## src/rtl/i2c_regmap_ctrl.sv

```systemverilog
// Byte-addressed register map behind the i2c_simple_slave strobe interface.
// A write transaction sets a persistent pointer then writes bytes with
// auto-increment; a read transaction prefetches from an external read port,
// stretching SCL for one cycle per byte while the prefetch settles.
module i2c_regmap_ctrl #(
  parameter int unsigned REG_ADDR_W = 3,
  parameter logic [7:0]  REG_RESET  = 8'h00
) (
  input  logic                              clk,
  input  logic                              rst_n,
  input  logic [7:0]                        i2c_addr_rw,
  input  logic                              i2c_addr_rw_valid_stb,
  input  logic [7:0]                        i2c_data_rx,
  input  logic                              i2c_data_rx_valid_stb,
  output logic [7:0]                        i2c_data_tx,
  input  logic                              i2c_data_tx_loaded_stb,
  input  logic                              i2c_data_tx_done_stb,
  input  logic                              i2c_error_stb,
  output logic                              stall,
  output logic [8*(2**REG_ADDR_W)-1:0]      regs_flat,
  output logic                              wr_stb,
  output logic [REG_ADDR_W-1:0]             wr_idx,
  output logic [7:0]                        wr_data,
  output logic [REG_ADDR_W-1:0]             rd_idx,
  input  logic [7:0]                        rd_data,
  output logic [7:0]                        err_count
);

  localparam int unsigned NUM_REGS = 2 ** REG_ADDR_W;

  typedef enum logic [2:0] {
    StIdle,
    StPtr,
    StWdata,
    StRprep,
    StRdata
  } state_e;

  state_e                r_state;
  logic [REG_ADDR_W-1:0] r_ptr;
  logic [7:0]            r_regs [NUM_REGS];
  logic [7:0]            r_data_tx;
  logic                  r_wr_stb;
  logic [REG_ADDR_W-1:0] r_wr_idx;
  logic [7:0]            r_wr_data;
  logic [7:0]            r_err_count;

  // tx_done is informational and the address bits above R/W are already matched by the slave
  logic w_unused;
  assign w_unused = ^{i2c_data_tx_done_stb, i2c_addr_rw[7:1], i2c_data_rx};

  // Sequencer: error beats address strobe, address strobe beats per-state data strobes
  always_ff @(posedge clk or negedge rst_n) begin
    if (!rst_n) begin
      r_state     <= StIdle;
      r_ptr       <= '0;
      r_data_tx   <= 8'h00;
      r_wr_stb    <= 1'b0;
      r_wr_idx    <= '0;
      r_wr_data   <= 8'h00;
      r_err_count <= 8'h00;
      for (int k = 0; k < NUM_REGS; k++) begin
        r_regs[k] <= REG_RESET;
      end
    end else begin
      r_wr_stb <= 1'b0;
      if (i2c_error_stb) begin
        r_state <= StIdle;
        if (r_err_count != 8'hFF) begin
          r_err_count <= r_err_count + 8'd1;
        end
      end else if (i2c_addr_rw_valid_stb) begin
        // Also covers repeated START; pointer is deliberately left alone
        r_state <= i2c_addr_rw[0] ? StRprep : StPtr;
      end else begin
        case (r_state)
          StPtr: begin
            if (i2c_data_rx_valid_stb) begin
              r_ptr   <= i2c_data_rx[REG_ADDR_W-1:0];
              r_state <= StWdata;
            end
          end
          StWdata: begin
            if (i2c_data_rx_valid_stb) begin
              r_regs[r_ptr] <= i2c_data_rx;
              r_wr_stb      <= 1'b1;
              r_wr_idx      <= r_ptr;
              r_wr_data     <= i2c_data_rx;
              r_ptr         <= r_ptr + 1'b1;
            end
          end
          StRprep: begin
            // rd_data is combinational on rd_idx = r_ptr, so one cycle suffices
            r_data_tx <= rd_data;
            r_state   <= StRdata;
          end
          StRdata: begin
            if (i2c_data_tx_loaded_stb) begin
              r_ptr   <= r_ptr + 1'b1;
              r_state <= StRprep;
            end
          end
          default: r_state <= StIdle;
        endcase
      end
    end
  end

  // Flatten the register file onto the output bus
  for (genvar k = 0; k < NUM_REGS; k++) begin : g_flat
    assign regs_flat[8*k +: 8] = r_regs[k];
  end

  assign stall       = (r_state == StRprep);
  assign rd_idx      = r_ptr;
  assign i2c_data_tx = r_data_tx;
  assign wr_stb      = r_wr_stb;
  assign wr_idx      = r_wr_idx;
  assign wr_data     = r_wr_data;
  assign err_count   = r_err_count;

endmodule

```

## config.mk

```make
export PLATFORM = sky130hd
export DESIGN_NAME = i2c_regmap_ctrl
export DESIGN_NICKNAME = d
export VERILOG_FILES = /design/src/rtl/i2c_regmap_ctrl.sv
export SDC_FILE = /design/constraint.sdc
export NUM_CORES = 1
export LEC_CHECK = 0
export ABC_CLOCK_PERIOD_IN_PS = 4300
export CAP_MARGIN = 5
export CELL_PAD_IN_SITES_DETAIL_PLACEMENT = 1
export CELL_PAD_IN_SITES_GLOBAL_PLACEMENT = 1
export CORE_AREA = 3 3 106 108
export DETAILED_ROUTE_END_ITERATION = 10
export DIE_AREA = 0 0 109 111
export PLACE_DENSITY_LB_ADDON = 0.1
export SYNTH_ARGS = -nofsm -noshare
export SYNTH_HDL_FRONTEND = slang
export SYNTH_SLANG_ARGS = --single-unit
```

## constraint.sdc

```tcl
create_clock -name clk -period 4.3 [get_ports clk]
set_input_delay 0.645 -clock clk [delete_from_list [all_inputs] [get_ports clk]]
set_output_delay 0.645 -clock clk [all_outputs]
set_load 0.05 [all_outputs]
```

**Yosys cells after proc, flatten, opt, wreduce, memory -nomap -nowiden**

Cells that the tools add are included.

- Bits in registers: 98
- Bits of input ports: 31
- Output and inout bits: 96
- Logic and storage cells: 57

- $add $sub $neg: 2
- $lt $le $gt $ge: 2
- Equal/unequal tests: 11
- Multiplexer cells: 17
- Bitwise logic cells: 3
- Reductions and logical operators: 7

Operators by type and width:

| cell | number |
|---|---|
| $bwmux 64 | 1 |
| $demux 8 s3 | 1 |
| $mux 3 | 7 |
| $pmux 3 s4 | 1 |
| $pmux 3 s3 | 1 |
| $add 8x1->8 const B | 1 |
| $mux 8 | 1 |
| $ne 4x4->1 const B | 2 |
| $ne 8x8->1 const B | 1 |
| $eq 3x2->1 const B | 2 |
| $ne 2x2->1 const B | 3 |
| $reduce_and 3->1 | 2 |
| $reduce_and 6->1 | 1 |
| $ge 4x4->1 const B | 1 |
| $lt 4x1->1 const B | 1 |
| $mux 1 | 4 |
| $not 3->4 | 1 |
| $reduce_and 4->1 | 1 |
| $add 3x1->3 const B | 1 |
| $eq 3x1->1 const B | 1 |
| $eq 3x3->1 const B | 1 |
| $ne 3x3->1 const B | 1 |
| $reduce_bool 3->1 | 1 |
| $mux 2 | 1 |
| other kinds (3) | 4 |

**Depth between registers and ports, before layout**

- Depth in word-level cells: 6
- Gate-level depth with buffers: 7

**Worst setup path before layout**

OpenSTA, ideal clock, no wires.

- Path kind: input-to-reg
- Start: input i2c_error_stb
- End: register r_regs, in the netlist regs_flat[19]
- Library setup time: 0.125 ns
- Arrival: 1.976 ns
- Slack: 2.200 ns
- Cell stages on the path: 5
- Path buffers: 1
- Path through: clkbuf_1 > nor2_1 > nand2_4 > nor4b_4 > mux2_2

- Word-level cells in the longest chain between the ends: 2

RTL lines:

| item | line | text |
|---|---|---|
| from (decl) | 18 | `input logic i2c_error_stb,` |
| $not 1->1 (no source line) | - |  |
| $reduce_and 4->1 (no source line) | - |  |
| to (signal, indexed assignment) | 85 | `r_regs[r_ptr] <= i2c_data_rx;` |
| to (decl) | 41 | `logic [7:0] r_regs [NUM_REGS];` |

Every way passes these cells.
A chain may end at the register's enable or synchronous reset.

**Worst setup path in the final report**

- Start: register r_ptr[0] (netlist: rd_idx[0])
- End: output rd_idx[0]

RTL lines:

| item | line | text |
|---|---|---|
| from (decl) | 40 | `logic [REG_ADDR_W-1:0] r_ptr;` |
| from (signal assigned) | 79 | `r_ptr <= i2c_data_rx[REG_ADDR_W-1:0];` |
| from (signal assigned) | 89 | `r_ptr <= r_ptr + 1'b1;` |
| from (signal assigned) | 99 | `r_ptr <= r_ptr + 1'b1;` |
| to (decl) | 24 | `output logic [REG_ADDR_W-1:0] rd_idx,` |

No word-level cell between the ends.

==> flow_results.org <==
** Setup path
- Worst endpoint required time :: 3.65 ns
- FF-to-FF setup slack :: 2.01 ns
- Crit path largest cell delay :: 0.93 ns
- Library cell contributing the largest single delay on the critical path :: sky130_fd_sc_hd__clkdlybuf4s50_1
- CP arrival :: 2.12 ns
- Launch point of the worst reg-to-reg path :: r_state[2]$_DFFE_PN0P_
- Buf+Inv Stages, Crit Path :: 1
- The worst setup path is captured at a primary output.
- Nature of the critical path startpoint :: flip-flop
- The critical path goes through clkdlybuf4s50_1.
- By startpoint and endpoint, the worst setup path is classified as flip-flop to primary output.
- The critical path starts at rd_idx[0]$_DFFE_PN0P_.
- Gate family responsible for the most delay along the worst path :: buffers and inverters
- Highest fanout seen on the critical path :: 13

** Clock tree
- Buffers added to address setup during post-CTS repair amount to 0.
- For the worst-skew pair, the clock arrives at the later sink with an insertion delay of 0.35 ns.
- Maximum buffer depth of the clock tree :: 2
- Clock sink count :: 98
- Clk root buf :: sky130_fd_sc_hd__clkbuf_8
- CTS tree :: built
- Total CTS buffers :: 9
- After clock tree synthesis, the clock-pin slew on the worst setup and hold paths is 0.09 ns.
- Hold_buf cts :: 0
- PostCTS Resize Cnt :: 0
- Level count of the clock H-tree :: 3

** Global route
- The number of global-route vias before repair is 2896.
- The first global-routing pass estimated 16000 µm of wire.
- Pin count of the biggest net entering global routing :: 64
- Number of antenna violations at the first check in global routing :: 0
- met2 is the most crowded layer.
- For this run, global-route usage on met1 was measured as 22.5%.
- Overflow after GRT :: 0
- In the global route stage, met2 resource usage came out at 27.2%.
- Global Route Usage Sum :: 17.2%
- Met3 Resource Use GR :: 5.77%

** Place
- Final HPWL DP :: 6940 µm
- Weighted congestion reported at the end of routability-driven placement :: 0.709
- Number of buffers added on ports :: 118

** Timing
- Hold Worst Slack :: 0.370 ns
- Largest clock skew in the final design :: 0.0106 ns
- Number of pins exceeding their max-slew limit in the final report :: 0
- For this run, the top clock speed supported by timing is 362 MHz.
- The final hold violation count came to 0.
- The worst path in the final design needs a cycle of 2.76 ns, including I/O delays and setup.
- Summed over all failing endpoints, the final setup total negative slack is 0 ns.
- Worst slew pin tran :: 0.821 ns
- Setup repair after global routing left no endpoint under its margin.
- The worst pin sits at a relative slew slack of 45.3%.
- Share of the clock period used by the worst path :: 64.2%
- Total of endpoints with negative setup slack in the final report :: 0

** Synthesis
- Dividing the synthesized area by the synthesized cell count gives 13.8 µm².
- The most used flip-flop cell after synthesis is sky130_fd_sc_hd__dfrtp_1.
- Counting every instance in the synthesized netlist gives 291.
- The synthesized design contains 0 enable-type register cells.
- Cell taking the most area after synthesis :: sky130_fd_sc_hd__dfrtp_1
- Proportion of register bits with asynchronous set or reset after synthesis :: 100%
- The mapped netlist covers 0.00403 mm².
- Top area cells in the synthesized netlist :: sky130_fd_sc_hd__dfrtp_1 (61%), sky130_fd_sc_hd__mux2_2 (21%), sky130_fd_sc_hd__nand2_1 (3.6%)
- #FFs+latches synth :: 98
- Number of nets produced by synthesis :: 324
- After synthesis, the largest area contributor takes up 60.9% of total cell area.
- Sequential cells were found to cover 60.9% of the synthesized design area.
- Yosys printed 0 warnings.
- Distinct cell type count of the synthesized netlist :: 43

** Die
- In this run the standard cell core region covers 0.0103 mm².
- In this run the count of I/O pins placed on the die edge is 127.
- The die is 109 µm wide.
- Die ar. :: 0.0121 mm²
- In this run the core area contains 37 standard-cell rows.
- Die span in y :: 111 µm
- The initial utilization of the core area, before any placement, comes to 39.0%.

** Finish
- Compared with the post-synthesis result, the final layout area differs by 37.2%.
- Antenna fix cells :: 0
- Share of post-route cells with drive strength above 1 :: 24.9%
- In the final design database the tool counted 442 nets.

** Run
- Max-cap violation count :: 0

** Route
- For this run, design rule violations remaining after detail routing come to 0.
- First-pass detailed-route iteration total :: 4
- After detailed routing, the number of vias per cell comes to 4.96.
- Wire length reported by the detailed router :: 9980 µm
- Once detail routing completed, the nets flagged for antenna violations numbered 0.
- Starting DRT DRC Count :: 71
- Via count :: 2726
- After detailed routing, the average wire length per cell comes to 18.1 µm.

** Hold path
- Path category of the worst min-delay check :: primary input to asynchronous set/reset pin

** Outcome
- The run finished with clean final reports.

** Power
- VDD sags by at most 0.240 mV.
- Pwr/cell area :: 589 mW/mm²
- Final total power :: 3.26 mW
- Static leakage :: 2.56 nW
cells in the final DEF (no fill, tap or decap), types with 2 or more instances in the layout:
cell type	instances
sky130_fd_sc_hd__clkdlybuf4s50_1	117
sky130_fd_sc_hd__dfrtp_1	98
sky130_fd_sc_hd__mux2_2	74
sky130_fd_sc_hd__nand2_1	39
sky130_fd_sc_hd__clkbuf_8	9
sky130_fd_sc_hd__a21oi_1	7
sky130_fd_sc_hd__nor2_1	6
sky130_fd_sc_hd__inv_1	4
sky130_fd_sc_hd__nand3b_1	3
sky130_fd_sc_hd__nand2b_1	3
sky130_fd_sc_hd__nor3_1	3
sky130_fd_sc_hd__nand4_1	3
sky130_fd_sc_hd__nand3_1	3
sky130_fd_sc_hd__o21ai_0	3
sky130_fd_sc_hd__mux2i_1	2
sky130_fd_sc_hd__xnor2_1	2
sky130_fd_sc_hd__nor4b_4	2
sky130_fd_sc_hd__nand4b_2	2
sky130_fd_sc_hd__mux2_1	2
sky130_fd_sc_hd__ha_1	2
sky130_fd_sc_hd__clkbuf_1	2
sky130_fd_sc_hd__clkinvlp_4	2
sky130_fd_sc_hd__buf_4	2
layout make-up:
class                      count  area, µm²
tap                          136        170
sequential                    98       2450
inverter                       5       18.8
clock inverter                 5       62.6
timing repair buffer         119       1190
multi-input combinational    176       1510
clock buffer                  11        131
fill                        1054       4800
synthesized netlist by cell type, types with 2 or more instances:
library cell / count
sky130_fd_sc_hd__a21oi_1: 7
sky130_fd_sc_hd__buf_1: 3
sky130_fd_sc_hd__buf_2: 3
sky130_fd_sc_hd__clkbuf_1: 4
sky130_fd_sc_hd__clkbuf_2: 2
sky130_fd_sc_hd__dfrtp_1: 98
sky130_fd_sc_hd__ha_1: 2
sky130_fd_sc_hd__inv_1: 4
sky130_fd_sc_hd__mux2_1: 2
sky130_fd_sc_hd__mux2_2: 74
sky130_fd_sc_hd__mux2i_1: 2
sky130_fd_sc_hd__nand2_1: 39
sky130_fd_sc_hd__nand2b_1: 3
sky130_fd_sc_hd__nand3_1: 3
sky130_fd_sc_hd__nand3b_1: 3
sky130_fd_sc_hd__nand4_1: 3
sky130_fd_sc_hd__nand4b_2: 2
sky130_fd_sc_hd__nor2_1: 6
sky130_fd_sc_hd__nor3_1: 3
sky130_fd_sc_hd__nor4b_4: 2
sky130_fd_sc_hd__o21ai_0: 3
sky130_fd_sc_hd__xnor2_1: 2
metal layers:
| layer | routed length (µm) | vias up |
|---|---|---|
| li1 | - | 1256 |
| met1 | 4360 | 1392 |
| met2 | 4810 | 71 |
| met3 | 709 | 7 |
| met4 | 96 | 0 |
| met5 | 0 | - |
report_power, final:
| group | internal [mW] | leakage, nW | switching (mW) |
|---|---|---|---|
| clock network | 0.273 | 0.0901 | 0.316 |
| registers | 1.11 | 1.30 | 0.192 |
| logic | 0.484 | 1.16 | 0.884 |
flip-flops by register name, indices dropped and copies added, names as in the netlist:
name         cells
rd_idx           3
wr_data          8
i2c_data_tx      8
err_count        8
wr_idx           3
regs_flat       64
r_state          3
wr_stb           1
stage by stage:
stage | setup WS [ns] | cell area, µm² | std cells | util, %
after floorplan | 2.20 | 4030 | 291 | -
after global placement | 1.35 | 5330 | 534 | 51.7
after detailed placement | 1.30 | 5330 | 534 | 51.7
after CTS | 1.52 | 5530 | 550 | 53.5
after global routing | 1.45 | 5530 | 550 | 53.5
final | 1.54 | 5530 | 550 | 53.5
logic make-up after synthesis:
| family | count (synthesis) | synth area share, % |
|---|---|---|
| xor+xnor | 2 | 0.435 |
| simple gates | 78 | 12.1 |
| flops | 98 | 60.9 |
| compound gates | 16 | 2.45 |
| buf+inv | 17 | 1.74 |
| fa+ha+maj | 2 | 0.621 |
| mux | 78 | 21.7 |
final timing paths:
check | to | depth (start not counted)
min in group clk | wr_data[4]$_DFFE_PN0P_ | 2
worst min register to register | wr_data[4]$_DFFE_PN0P_ | 2
max in group asynchronous | wr_idx[2]$_DFFE_PN0P_ | 2
worst max register to register | regs_flat[36]$_DFFE_PN0P_ | 4
worst min-delay path | r_state[1]$_DFFE_PN0P_ | 1
worst max-delay path | rd_idx[0] | 1
Note: power is estimated with default switching activity, not from simulation.
